--- config.mk ---
export PLATFORM = sky130hd
export DESIGN_NAME = sisc_mc_ctrl
export DESIGN_NICKNAME = d
export VERILOG_FILES = /design/src/rtl/sisc_pkg.sv /design/src/rtl/sisc_wait_timer.sv /design/src/rtl/sisc_mc_ctrl.sv
export SDC_FILE = /design/constraint.sdc
export NUM_CORES = 1
export LEC_CHECK = 0
export ABC_AREA = 0
export CAP_MARGIN = 15
export CORE_UTILIZATION = 47
export CTS_BUF_LIST = sky130_fd_sc_hd__clkbuf_2
export DETAILED_ROUTE_END_ITERATION = 10
export PLACE_DENSITY = 0.87
export SLEW_MARGIN = 20
export SYNTH_ARGS = -nofsm -noshare
export SYNTH_HDL_FRONTEND = slang
export SYNTH_SLANG_ARGS = --single-unit
--- constraint.sdc ---
create_clock -name clk -period 2 [get_ports clk]
set_input_delay 0.5 -clock clk [delete_from_list [all_inputs] [get_ports clk]]
set_output_delay 0.5 -clock clk [all_outputs]
set_load 0.02 [all_outputs]
--- src/rtl/sisc_pkg.sv ---
// Shared encodings for the SISC multi-cycle controller: opcodes, ALU ops, FSM states.
package sisc_pkg;

  localparam logic [3:0] OP_NOP    = 4'h0;
  localparam logic [3:0] OP_ALU_RR = 4'h1;
  localparam logic [3:0] OP_ALU_IM = 4'h2;
  localparam logic [3:0] OP_LOD    = 4'h3;
  localparam logic [3:0] OP_STR    = 4'h4;
  localparam logic [3:0] OP_BRA    = 4'h5;
  localparam logic [3:0] OP_BRR    = 4'h6;
  localparam logic [3:0] OP_HLT    = 4'hF;

  localparam logic [1:0] ALU_IDLE = 2'b00;
  localparam logic [1:0] ALU_RR   = 2'b01;
  localparam logic [1:0] ALU_IMM  = 2'b10;
  localparam logic [1:0] ALU_ADDR = 2'b11;

  typedef enum logic [2:0] {
    ST_START, ST_FETCH, ST_DECODE, ST_EXECUTE,
    ST_MEM, ST_WRITEBACK, ST_HALT, ST_FAULT
  } state_t;

  // A zero mask means unconditional.
  function automatic logic br_taken(input logic [3:0] mm, input logic [3:0] stat);
    return (mm == 4'h0) || ((stat & mm) != 4'h0);
  endfunction

endpackage

--- src/rtl/sisc_wait_timer.sv ---
// Counts stalled memory cycles; flags the cycle in which one more stall would reach WAIT_MAX.
module sisc_wait_timer #(
  parameter int WAIT_MAX = 15
) (
  input  logic clk,
  input  logic rst_f,
  input  logic clr,
  input  logic busy,
  output logic expired
);

  localparam int W = (WAIT_MAX > 0) ? $clog2(WAIT_MAX + 1) : 1;
  localparam logic [W-1:0] CNT_MAX  = W'(WAIT_MAX);
  localparam logic [W-1:0] CNT_LAST = (WAIT_MAX > 0) ? W'(WAIT_MAX - 1) : '0;

  logic [W-1:0] r_cnt;

  always_ff @(posedge clk) begin
    if (!rst_f || clr)
      r_cnt <= '0;
    else if (busy && (r_cnt != CNT_MAX))
      r_cnt <= r_cnt + 1'b1;
  end

  // Ready in the final allowed cycle clears busy, so it beats the timeout.
  assign expired = (WAIT_MAX != 0) && busy && (r_cnt == CNT_LAST);

endmodule

--- src/rtl/sisc_mc_ctrl.sv ---
// Multi-cycle SISC control FSM with memory handshakes, wait timeout, halt/fault and retire counter.
module sisc_mc_ctrl
  import sisc_pkg::*;
#(
  parameter int WAIT_MAX = 15,
  parameter int CNT_W    = 32
) (
  input  logic             clk,
  input  logic             rst_f,
  input  logic [3:0]       opcode,
  input  logic [3:0]       mm,
  input  logic [3:0]       stat,
  input  logic             imem_ready,
  input  logic             dmem_ready,
  output logic             pc_rst,
  output logic             pc_write,
  output logic             pc_sel,
  output logic             br_sel,
  output logic             ir_load,
  output logic             imem_req,
  output logic             rf_we,
  output logic             wb_sel,
  output logic             rd_sel,
  output logic [1:0]       alu_op,
  output logic             stat_en,
  output logic             dmem_rd,
  output logic             dmem_wr,
  output logic             halted,
  output logic             fault,
  output logic [CNT_W-1:0] instret
);

  state_t r_state, w_nxt;
  logic   w_retire, w_busy, w_expired, w_clr;
  logic   w_is_lod;

  assign w_is_lod = (opcode == OP_LOD);
  assign w_busy   = ((r_state == ST_FETCH) && !imem_ready) ||
                    ((r_state == ST_MEM)   && !dmem_ready);
  assign w_clr    = (w_nxt != r_state);

  sisc_wait_timer #(.WAIT_MAX(WAIT_MAX)) u_timer (
    .clk     (clk),
    .rst_f   (rst_f),
    .clr     (w_clr),
    .busy    (w_busy),
    .expired (w_expired)
  );

  always_ff @(posedge clk) begin
    if (!rst_f) begin
      r_state <= ST_START;
      instret <= '0;
    end else begin
      r_state <= w_nxt;
      if (w_retire) instret <= instret + 1'b1;
    end
  end

  always_comb begin
    w_nxt    = r_state;
    w_retire = 1'b0;
    pc_rst   = 1'b0;
    pc_write = 1'b0;
    pc_sel   = 1'b0;
    br_sel   = 1'b0;
    ir_load  = 1'b0;
    imem_req = 1'b0;
    rf_we    = 1'b0;
    wb_sel   = 1'b0;
    rd_sel   = 1'b0;
    alu_op   = ALU_IDLE;
    stat_en  = 1'b0;
    dmem_rd  = 1'b0;
    dmem_wr  = 1'b0;
    halted   = 1'b0;
    fault    = 1'b0;
    case (r_state)
      ST_START: begin
        pc_rst = 1'b1;
        w_nxt  = ST_FETCH;
      end
      ST_FETCH: begin
        imem_req = 1'b1;
        if (imem_ready) begin
          ir_load  = 1'b1;
          pc_write = 1'b1;
          w_nxt    = ST_DECODE;
        end else if (w_expired) begin
          w_nxt = ST_FAULT;
        end
      end
      ST_DECODE: begin
        case (opcode)
          OP_NOP: begin
            w_retire = 1'b1;
            w_nxt    = ST_FETCH;
          end
          OP_BRA, OP_BRR: begin
            if (br_taken(mm, stat)) begin
              pc_write = 1'b1;
              pc_sel   = 1'b1;
              br_sel   = (opcode == OP_BRR);
            end
            w_retire = 1'b1;
            w_nxt    = ST_FETCH;
          end
          OP_HLT: begin
            w_retire = 1'b1;
            w_nxt    = ST_HALT;
          end
          OP_ALU_RR, OP_ALU_IM, OP_LOD, OP_STR: w_nxt = ST_EXECUTE;
          default: w_nxt = ST_FAULT;
        endcase
      end
      ST_EXECUTE: begin
        if (w_is_lod || opcode == OP_STR) begin
          alu_op = ALU_ADDR;
          w_nxt  = ST_MEM;
        end else begin
          alu_op  = (opcode == OP_ALU_RR) ? ALU_RR : ALU_IMM;
          stat_en = 1'b1;
          w_nxt   = ST_WRITEBACK;
        end
      end
      ST_MEM: begin
        dmem_rd = w_is_lod;
        dmem_wr = !w_is_lod;
        if (dmem_ready) begin
          if (w_is_lod) begin
            w_nxt = ST_WRITEBACK;
          end else begin
            w_retire = 1'b1;
            w_nxt    = ST_FETCH;
          end
        end else if (w_expired) begin
          w_nxt = ST_FAULT;
        end
      end
      ST_WRITEBACK: begin
        rf_we    = 1'b1;
        wb_sel   = !w_is_lod;
        rd_sel   = (opcode != OP_ALU_RR);
        w_retire = 1'b1;
        w_nxt    = ST_FETCH;
      end
      ST_HALT:  halted = 1'b1;
      ST_FAULT: fault  = 1'b1;
    endcase
    // Reset masks every strobe immediately, before the next edge lands.
    if (!rst_f) begin
      pc_rst   = 1'b1;
      pc_write = 1'b0;
      ir_load  = 1'b0;
      imem_req = 1'b0;
      rf_we    = 1'b0;
      stat_en  = 1'b0;
      dmem_rd  = 1'b0;
      dmem_wr  = 1'b0;
      w_retire = 1'b0;
    end
  end

endmodule

### Yosys cells after proc, flatten, opt, wreduce, memory -nomap -nowiden

Index checks and enable logic that the tools add are counted.

* latch bits: 0
* bits in writable memories: 0
* output and inout bits: 48
* logic and storage cells: 88
* bits in read-only memories: 0
* bits in registers: 39
* memories kept: 0
* input bits: 16

* reduce and logical (&&, ||, !) cells: 21
* shift-type cells: 0
* $add $sub $neg: 2
* magnitude comparators: 0
* bitwise operators: 1
* multiply operators: 0
* divide/modulo/power cells: 0
* mux-type cells: 43
* equality and inequality tests: 18

Operators by type and width (count)
* adder 32 x 1 -> 32 bit, second input constant: 1
* 2-to-1 mux 1 bit: 32
* case mux 3 bit (5 select lines): 1
* equality test 3 bit, second input constant: 4
* equality test 4 x 3 -> 1 bit, second input constant: 3
* 2-to-1 mux 3 bit: 4
* case mux 3 bit (3 select lines): 1
* equality test 4 x 2 -> 1 bit, second input constant: 2
* equality test 4 bit, second input constant: 2
* zero test 4 bit: 2
* OR reduction 4 bit: 2
* equality test 3 x 2 -> 1 bit, second input constant: 2
* 2-to-1 mux 2 bit: 3
* adder 4 x 1 -> 4 bit, second input constant: 1
* bitwise AND 4 bit: 1
* equality test 4 x 1 -> 1 bit, second input constant: 1
* logical AND 1 bit: 4
* zero test 1 bit: 4
* logical OR 1 bit: 4
* inequality test 4 x 1 -> 1 bit, second input constant: 1
* inequality test 4 bit, second input constant: 1
* nonzero test 4 bit: 1
* OR reduction 2 bit: 2
* equality test 3 x 1 -> 1 bit, second input constant: 1
* 5 further kinds: 5

### Depth between registers and ports, before layout

Gate-level depths: netlist (run 1).

* depth after elaboration: 9
* gate-level depth with buffers: 8
* gate-level depth less buffers: 7

### Modules after synthesis

A second synthesis (run 1) with hierarchy kept.

* cell total of the unflattened synthesis: 316
* area total of the unflattened synthesis: 2508.7 um^2

By module, submodules not included
* sisc_mc_ctrl: sequential area each 700.7 um^2, cells an instance 293, instances 1, area each 2294.7 um^2
* sisc_wait_timer: sequential area each 80.1 um^2, cells an instance 23, instances 1, area each 214.0 um^2

### Least setup slack after synthesis (run 1)

No wires, ideal clock.

* path type: input-to-output
* start: input mm[0]
* end: output pc_write
* required time: 1.500 ns
* path buffers: 0
* path slack: -0.350 ns
* arrival: 1.850 ns
* cell stages on the path: 5
* cell sequence: or4_1 -> nand3_1 -> nand4b_1 -> nor2_1 -> o21a_1

* longest elaborated chain between the ends: 7
* elaborated cells on any way between the ends: 8
* classes of those cells: mux: 4; bitwise: 1; reduce/logical: 3

Ends and longest elaborated chain
* start: declaration: RTL line sisc_mc_ctrl.sv:11 `input logic [3:0] mm,`
* bitwise AND 4 bit: RTL line sisc_pkg.sv:25 `return (mm == 4'h0) || ((stat & mm) != 4'h0);`
* nonzero test 4 bit: RTL line sisc_pkg.sv:25
* logical OR 1 bit (*): RTL line sisc_pkg.sv:25
* 2-to-1 mux 1 bit (*): RTL line sisc_mc_ctrl.sv:100 `if (br_taken(mm, stat)) begin`
* 2-to-1 mux 1 bit (*): RTL line sisc_mc_ctrl.sv:94 `case (opcode)`
* case mux 1 bit (2 select lines) (*): RTL line sisc_mc_ctrl.sv:78 `case (r_state)`
* 2-to-1 mux 1 bit (*): RTL line sisc_mc_ctrl.sv:151 `if (!rst_f) begin`
* end: declaration: RTL line sisc_mc_ctrl.sv:16 `output logic pc_write,`

Every way passes the cells marked *; elsewhere a longest branch is shown, timed or not.

### Final worst setup path (run 1)

* start: input mm[1]
* end: output pc_write

The elaborated chain is that of the path after synthesis.

==> results.yml, run 1 <==
pwr:
  p_int_mw: 1.19
  power_switching_mw: 0.506
  p_per_area_nw_per_um2: 408
  p_leak_nw: 1.81
  ir_worst_vdd_mv: 0.355
  sw_frac_of_total: 0.299
  p_seq_frac: 0.472
  power.total_mw: 1.69
  clkPwrFrac: 0.288
  combPwrFrac: 0.240
timing:
  worst_slack_ps: -299
  worst_slew_pin_slew_ps: 558
  fin_skew_ps: 21.9
  slew_violations: 0
  whs_ps: 492
  fin_crit_ps: 2300
  max_freq_ghz: 0.435
  final_hold_viol_count: 0
  relSlewSlack: 0.628
  rsz0062_at_grt: "true"
  setup_viol: 7
  fin_crit_sh: 1.15
routing:
  wire_per_inst_um: 15.8
  drt-total-wl_um: 8280
  ant_nets: 0
  num_vias: 3027
  viasPerCell: 5.77
  dr.first_iter.drc_count: 206
  remaining_drc_errors: 0
  dr.pass1.iters: 5
setup_path:
  crit_type: "primary input to primary output"
  crit_required_ps: 1500
  critPathArrivalTime_ps: 1800
  r2r_cells: 6
  crit_slowest_cell: "or4_4"
  cp-start-kind: "primary input"
  critPathMaxStageDelay_ps: 520
  endpoint_kind: "primary output"
  path_cells: "buf_6 -> or4_4 -> nand3_2 -> nand4b_1 -> nor2_4 -> o21a_4 -> buf_6"
  worst-path-buf-inv: 2
  crit_family: "simple AND/OR/NAND/NOR gates"
  worstSetupStartpoint: "mm[1]"
  regToRegStartpoint: "r_state[0]$_SDFF_PN0_"
  cp.depth: 7
  cp_common_cell: "buf_6"
  cp_max_fo: 2
  r2r_end: "u_timer.r_cnt[2]$_SDFFE_PP0P_"
  ff2ff_setup_slack_ps: 50
run:
  maxCapViolCount: 0
layout:
  final_cell_count_no_fill: 525
  fillCellCount: 417
  final_util: 0.740
  nets: 470
  drive_gt1_frac: 0.334
  synthToLayoutAreaGrowth_pct: 48.4
  final_cell_area_um2: 4150
grt:
  grt_antenna_before_repair: 1
  overflow: 0
  track_usage: 0.268
  grt_max_degree: 59
  grt_pass1_vias: 2931
  grt_pass1_wl_um: 13300
synthesis:
  syn_inst: 337
  synth_top_family_by_area: "simple AND/OR/NAND/NOR gates"
  syn_nets: 356
  synth-compound-area-share: 0.211
  synth_area_per_cell_um2: 8.29
  yosysUniqueCellTypes: 57
  ys_async_sr_fraction: 0
  synthAdderAreaFrac: 0.0134
  synth.area.top_cells: "dfxtp_1 (28%), mux2i_1 (10%), nand2b_1 (6.7%), nand2_1 (5.8%), a2111oi_4 (3.9%)"
  synth_xor_area_frac: 0.0157
  ys.flop_type: "dfxtp_1"
  yosys.area_share.simple: 0.329
  synth_warnings: 0
  syn_area_um2: 2800
  synth_top_area_share: 0.279
  synth.top_cells.by_count: "nand2_1 (43), dfxtp_1 (39), nand2b_1 (30)"
  synth_top_cell_by_area: "dfxtp_1"
  synth_most_common_cell: "nand2_1"
  ys_seq_area_frac: 0.279
  synth_edf_count: 0
  synth-seq-cells: 39
  synthMuxAreaShare: 0.100
worst_hold_path:
  holdCritPathClass: "flip-flop to flip-flop"
  min_to: "instret[31]$_SDFFE_PN0P_"
  holdPathStages: 2
  hp-start: "instret[31]$_SDFFE_PN0P_"
clock_network:
  cts_buffer_depth: 2
  cts_num_sinks: 39
  hold_buffers: 0
  tritoncts: "yes"
  cts-htree-levels: 2
  path_clk_slew_ps: 220
  numCtsBuffers: 5
  insertion_delay_ps: 420
  cts-root-buf: "clkbuf_2"
placement:
  portBuffers: 63
  placed_cell_area_um2: 3900
  dp_hpwl_um: 5620
  finalWeightedCongestion: 0.860
  placed_cells: 508
status:
  status: "finished, violations left"
  violations: "setup timing"
floorplanning:
  io_pins: 64
  die_h_um: 79.1
  coreArea_um2: 5610
  fp-row-count: 27
  die_area_um2: 6260
  initial_core_util: 0.498
  chipWidth_um: 79.1
-- state kept, by name, indices dropped and copies added (netlist names) --
name	count
r_state	3
u_timer.r_cnt	4
instret	32
-- placed cells by master, fill, tap and decap left out, drive strengths merged, types with 3 or more instances in the layout --
cell,count
dlygate4sd2,22
dlymetal6s2s,11
nand3,20
nor2,22
a21oi,20
xnor2,5
clkbuf,7
a31oi,3
nor4,4
a21boi,4
clkdlybuf4s15,3
ha,3
clkdlybuf4s50,5
a2111oi,7
mux2i,28
o21ai,9
inv,8
dfxtp,39
nand2b,30
nor3,6
and3,8
a211oi,13
nand4,8
nand2,45
o211ai,3
buf,85
-- per-stage QoR --
stage / TNS [ps] / setup slack [ps]
global placement: -26190 / -1090
detailed placement: -30580 / -1120
global route: -1440 / -333
floorplan: -340 / -148
CTS: -989 / -321
finish: -971 / -299
-- layer usage --
layer	vias up	global-route usage	part of all wire
met3	21	0.0402	0.056
met1	1432	0.318	0.41
li1	1461	-	-
met4	0	0.144	0.027
met5	-	0	0
met2	113	0.463	0.50
-- cell families after synthesis --
kind of cell    Yosys count
simple gates            162
compound gates           71
flops                    39
buf+inv                  29
mux                      28
xor+xnor                  5
fa+ha+maj                 3
-- layout make-up --
cell class              count  area, um^2  share of cell area
flip-flops and latches     39         790               0.190
clock inverters             3        38.8             0.00935
clock buffers               5        25.0             0.00603
repair buffers            128        1120               0.271
well taps                  72        90.1              0.0217
inverters                   8        32.5             0.00784
diodes                      1        2.50            0.000603
multi-input cells         269        2050               0.493
-- worst min-delay path: stages, from the launching register on --
cell,delay (ps)
dfxtp_1,370
nand2_1,60
mux2i_1,50
-- worst max path at each step --
stage,end,slack (ps)
2_1_floorplan,pc_write,-150
3_5_place_dp,pc_write,-1120
5_1_grt,pc_write,-330
3_3_place_gp,pc_write,-1090
6_report,pc_write,-300
4_1_cts,pc_write,-320
-- power groups by stage --
stage	registers, mW	clock network (mW)	logic (mW)
2_1_floorplan	0.814	0	0.201
3_3_place_gp	0.810	0	0.347
3_5_place_dp	0.810	0	0.357
4_1_cts	0.797	0.496	0.371
5_1_grt	0.801	0.535	0.437
6_report	0.799	0.489	0.406
-- timing repair --
item | CTS | global route
resized for setup | 144 | 41
pin swaps | 8 | 11
setup endpoints to repair | 72 | 36
buffers inserted | 2 | 6
No activity file was read; power rests on OpenSTA's default activity.
==> run 2: changes to the inputs <==
Settings changed: CORE_UTILIZATION 47 to 40, PLACE_DENSITY 0.87 to 0.77.
==> run 2 against run 1 <==
The run still ends with setup timing left. Flip-flop and latch count unchanged. Via count increased by 0.89%. Die area increased by 17%. Core utilization decreased by 7.9 points. Fmax increased by 0.33%. Hold slack got worse by 0.57 ps. Count of clock-buffer cells in the layout increased by 1. Final cell count increased by 3.8%. Largest power group unchanged. Highest routed layer unchanged.
==> results.yml, run 2 (synthesis gave the netlist of run 1 again) <==
grt:
  grt_antenna_before_repair: 0
  track_usage: 0.207
  overflow: 0
  grt_pass1_wl_um: 12300
  grt_pass1_vias: 2671
  grt_max_degree: 59
timing:
  final_hold_viol_count: 0
  slew_violations: 0
  setup-tns-final_ps: -1550
  setup_viol: 15
  fin_crit_ps: 2290
  fin_skew_ps: 21.8
  worst_slack_ps: -291
  relSlewSlack: 0.636
  rsz0062_at_grt: "true"
  fin_crit_sh: 1.15
  worst_slew_pin_slew_ps: 539
  max_freq_ghz: 0.436
floorplanning:
  die_area_um2: 7330
  initial_core_util: 0.414
  chipWidth_um: 85.6
  coreArea_um2: 6760
  fp-row-count: 30
  io_pins: 64
  die_h_um: 85.6
clock_network:
  cts_num_sinks: 39
  numCtsBuffers: 5
  cts_buffer_depth: 2
  cts-root-buf: "clkbuf_2"
  path_clk_slew_ps: 210
  insertion_delay_ps: 410
  tritoncts: "yes"
  cts-htree-levels: 2
layout:
  largest_reg_flops: 32
  layout_common_cells: "buf_4 (66), nand2_1 (43), dfxtp_1 (33)"
  num_antenna_cells: 0
  synthToLayoutAreaGrowth_pct: 59.8
  reg.largest.list: "instret: 32 flops, u_timer.r_cnt: 4 flops, r_state: 3 flops"
  drive_gt1_frac: 0.372
  layout_commonest_cell: "buf_4"
  final_cell_count_no_fill: 545
  largest_register: "instret"
  nets: 483
  final_util: 0.661
status:
  status: "finished, violations left"
  violations: "setup timing"
setup_path:
  crit_type: "primary input to primary output"
  cp-start-kind: "primary input"
  endpoint_kind: "primary output"
  crit_family: "simple AND/OR/NAND/NOR gates"
  cp_common_cell: "buf_6"
  crit_slowest_cell: "or4_4"
  r2r_cells: 7
  crit_required_ps: 1500
  worst-path-buf-inv: 2
  cp_max_fo: 2
  critPathMaxStageDelay_ps: 520
  path_cells: "buf_6 -> or4_4 -> nand3_2 -> nand4b_1 -> nor2_4 -> o21a_4 -> buf_6"
  worstSetupStartpoint: "mm[1]"
  regToRegStartpoint: "r_state[0]$_SDFF_PN0_"
  cp.depth: 7
  critPathArrivalTime_ps: 1790
placement:
  portBuffers: 63
  placed_cells: 520
  dp_slack_ps: -1110
  finalWeightedCongestion: 0.831
  dp_hpwl_um: 5670
routing:
  ant_nets: 0
  num_vias: 3054
  drt-total-wl_um: 8850
  wire_per_inst_um: 16.2
  remaining_drc_errors: 0
  dr.pass1.iters: 4
  dr.first_iter.drc_count: 132
  viasPerCell: 5.60
worst_hold_path:
  hp-start: "instret[31]$_SDFFE_PN0P_"
  holdCritPathClass: "flip-flop to flip-flop"
  holdPathStages: 2
pwr:
  p_per_area_nw_per_um2: 384
  power.total_mw: 1.71
  p_leak_nw: 1.91
  ir_worst_vdd_mv: 0.255
run:
  maxCapViolCount: 0
run 2: changes by cell type in the layout (fill, tap and decap cells not counted), sizes merged:
cell	before	now
dlygate4sd2	22	18
bufinv	1	0
diode	1	0
clkdlybuf4s50	5	8
clkdlybuf4s15	3	0
buf	85	95
clkinv	2	1
clkinvlp	0	2
inv	8	7
dlymetal6s2s	11	14
clkbuf	7	12
run 2: layer usage:
metal | GRT usage | part of all wire | vias to the layer above
li1 | - | - | 1483
met1 | 0.270 | 0.41 | 1466
met2 | 0.355 | 0.51 | 82
met3 | 0.0318 | 0.054 | 23
met4 | 0.0591 | 0.027 | 0
met5 | 0 | 0 | -
run 2: final timing paths:
kind	endpoint	slack, ps
min reg2reg	instret[31]$_SDFFE_PN0P_	490
max reg2reg	u_timer.r_cnt[1]$_SDFFE_PP0P_	-40
min	instret[31]$_SDFFE_PN0P_	490
max	pc_write	-290
run 2: layout make-up:
type | count | area [um^2]
flip-flops and latches | 39 | 791
fillers | 523 | 2290
multi-input cells | 269 | 2140
clock buffers | 6 | 30.0
well taps | 80 | 100
inverters | 8 | 41.3
clock inverters | 2 | 12.5
repair buffers | 141 | 1350
run 2: report_power, final:
group	internal [mW]	switching (mW)	total (mW)
logic	0.281	0.263	0.545
clock network	0.0891	0.277	0.366
registers	0.789	0.0132	0.802
total	1.16	0.554	1.71
run 2: repair_timing:
| item | 4_1_cts | 5_1_grt |
|---|---|---|
| endpoints found under the setup margin | 63 | 44 |
| buffers inserted | 3 | 12 |
| gates cloned | 0 | 3 |
| endpoints found under the hold margin | 0 | 0 |
| pin swaps | 9 | 18 |
| hold buffers | 0 | 0 |
| gates resized for setup | 141 | 80 |
run 2: through the flow:
step / cell area (um^2) / hold WS [ps]
floorplan: 2870 / 508
detailed placement: 3930 / 459
global placement: 3930 / 455
finish: 4470 / 492
global route: 4470 / 517
CTS: 4010 / 491
run 2: worst min-delay path, cell delays in order, from the launching register on:
cell     delay (ps)
dfxtp_1         370
nand2_1          50
mux2i_1          50
==> run 3: changes to the inputs <==
Settings changed: GPL_ROUTABILITY_DRIVEN set to 0.
==> run 3 against run 2 <==
The run still ends with setup timing left. Critical path depth did not move. Critical endpoint unchanged. Core utilization decreased by 5.3 points. Global-route usage is 0.24 points lower. Clock skew decreased by 3.1 ps.
==> results.yml, run 3 (synthesis gave the netlist of run 1 again) <==
timing:
  setup-tns-final_ps: -939
  fin_crit_ps: 2320
  setup_viol: 5
  fin_crit_sh: 1.16
  slew_violations: 0
  max_freq_ghz: 0.431
  worst_slack_ps: -320
  relSlewSlack: 0.644
  final_hold_viol_count: 0
  rsz0062_at_grt: "true"
  fin_skew_ps: 18.8
  worst_slew_pin_slew_ps: 526
grt:
  track_usage: 0.205
  grt_max_degree: 36
  grt_pass1_wl_um: 12300
  grt_antenna_before_repair: 0
  overflow: 0
  grt_pass1_vias: 2718
layout:
  layout_common_cells: "buf_4 (61), nand2_1 (43), dfxtp_1 (35)"
  layout_commonest_cell: "buf_4"
  final_cell_area_um2: 4110
  num_antenna_cells: 0
  reg.largest.list: "instret: 32 flops, u_timer.r_cnt: 4 flops, r_state: 3 flops"
  final_cell_count_no_fill: 530
  nets: 470
  largest_reg_flops: 32
  fillCellCount: 580
  drive_gt1_frac: 0.320
  synthToLayoutAreaGrowth_pct: 47.0
  largest_register: "instret"
routing:
  wl_met1_um: 3370
  remaining_drc_errors: 0
  drt-total-wl_um: 7620
  dr.first_iter.drc_count: 145
  highest_layer: "met4"
  num_vias: 2919
  wire_per_inst_um: 14.4
  viasPerCell: 5.51
  ant_nets: 0
  wl_met2_um: 3880
  dr.pass1.iters: 4
  wl_met3_um: 308
clock_network:
  cts_num_sinks: 39
  cts-root-buf: "clkbuf_2"
  numCtsBuffers: 5
  cts-htree-levels: 2
  insertion_delay_ps: 400
  tritoncts: "yes"
  cts_buffer_depth: 2
  path_clk_slew_ps: 180
placement:
  portBuffers: 63
  placed_cell_area_um2: 3940
  dp_slack_ps: -1170
  dp_hpwl_um: 5560
  placed_cells: 520
setup_path:
  endpoint_kind: "primary output"
  crit_required_ps: 1500
  critPathArrivalTime_ps: 1820
  cp-start-kind: "primary input"
  crit_type: "primary input to primary output"
  cp_max_fo: 2
floorplanning:
  die_area_um2: 7330
  initial_core_util: 0.414
  io_pins: 64
  chipWidth_um: 85.6
  die_h_um: 85.6
  coreArea_um2: 6760
  fp-row-count: 30
pwr:
  combPwrFrac: 0.261
  p_per_area_nw_per_um2: 371
  p_seq_frac: 0.524
  ir_worst_vdd_mv: 0.207
  power_switching_mw: 0.464
  clkPwrFrac: 0.215
  p_int_mw: 1.06
  sw_frac_of_total: 0.305
  p_leak_nw: 1.75
status:
  status: "finished, violations left"
  violations: "setup timing"
run:
  maxCapViolCount: 0
worst_hold_path:
  holdCritPathClass: "flip-flop to flip-flop"
## run 3: changes by cell type in the layout (fill, tap and decap cells not counted), moves of 3 or more
cell,delta
buf_2,+6
buf_4,-5
buf_6,-9
clkbuf_16,-3
clkdlybuf4s50_1,+4
dlygate4sd2_1,-4
nor2_1,+3
nor2_4,-3
## run 3: power groups by stage
stage,Clock [mW],Sequential [mW],Combinational (mW)
4_1_cts,0.337,0.797,0.368
3_3_place_gp,0,0.809,0.349
5_1_grt,0.362,0.800,0.432
6_report,0.327,0.797,0.398
3_5_place_dp,0,0.809,0.354
2_1_floorplan,0,0.814,0.201
## run 3: path summary, 6_finish.rpt
path	startpoint	to	slack (ps)	cells after the start
worst max register to register	instret[6]$_SDFFE_PN0P_	instret[26]$_SDFFE_PN0P_	110	6
worst min-delay path	instret[22]$_SDFFE_PN0P_	instret[22]$_SDFFE_PN0P_	490	2
worst min register to register	instret[22]$_SDFFE_PN0P_	instret[22]$_SDFFE_PN0P_	490	2
worst max-delay path	mm[1]	pc_write	-320	7
## run 3: cell type report
cell class / count / area (um^2) / area share
sequential: 39 / 788 / 0.192
timing repair buffer: 128 / 1130 / 0.274
tap: 80 / 100 / 0.0244
clock buffer: 6 / 30.0 / 0.00731
multi-input combinational: 269 / 2030 / 0.495
inverter: 8 / 30.0 / 0.00731
## run 3: timing repair
item                                   CTS  global route
setup buffers                            1             3
gates resized for setup                133            39
pin swaps                               11             8
endpoints found under the hold margin    0             0
setup endpoints to repair               63            35
hold buffers                             0             0
## run 3: metal layers
layer | global-route usage | vias to the layer above
met5 | 0 | -
met4 | 0.0500 | 0
met3 | 0.0289 | 8
met2 | 0.376 | 73
met1 | 0.251 | 1386
li1 | - | 1452
## run 3: per-stage QoR
stage               hold slack [ps]  total power [mW]  utilization
finish                          491              1.52        0.608
global route                    512              1.59        0.608
CTS                             495              1.50        0.591
detailed placement              473              1.16        0.584
global placement                453              1.16        0.584
floorplan                       508              1.01            -
## run 3: worst max-delay path, cell delays in order
cell	delay, ps
buf_6	90
or4_4	520
nand3_2	80
nand4b_1	180
nor2_4	200
o21a_4	140
buf_6	100
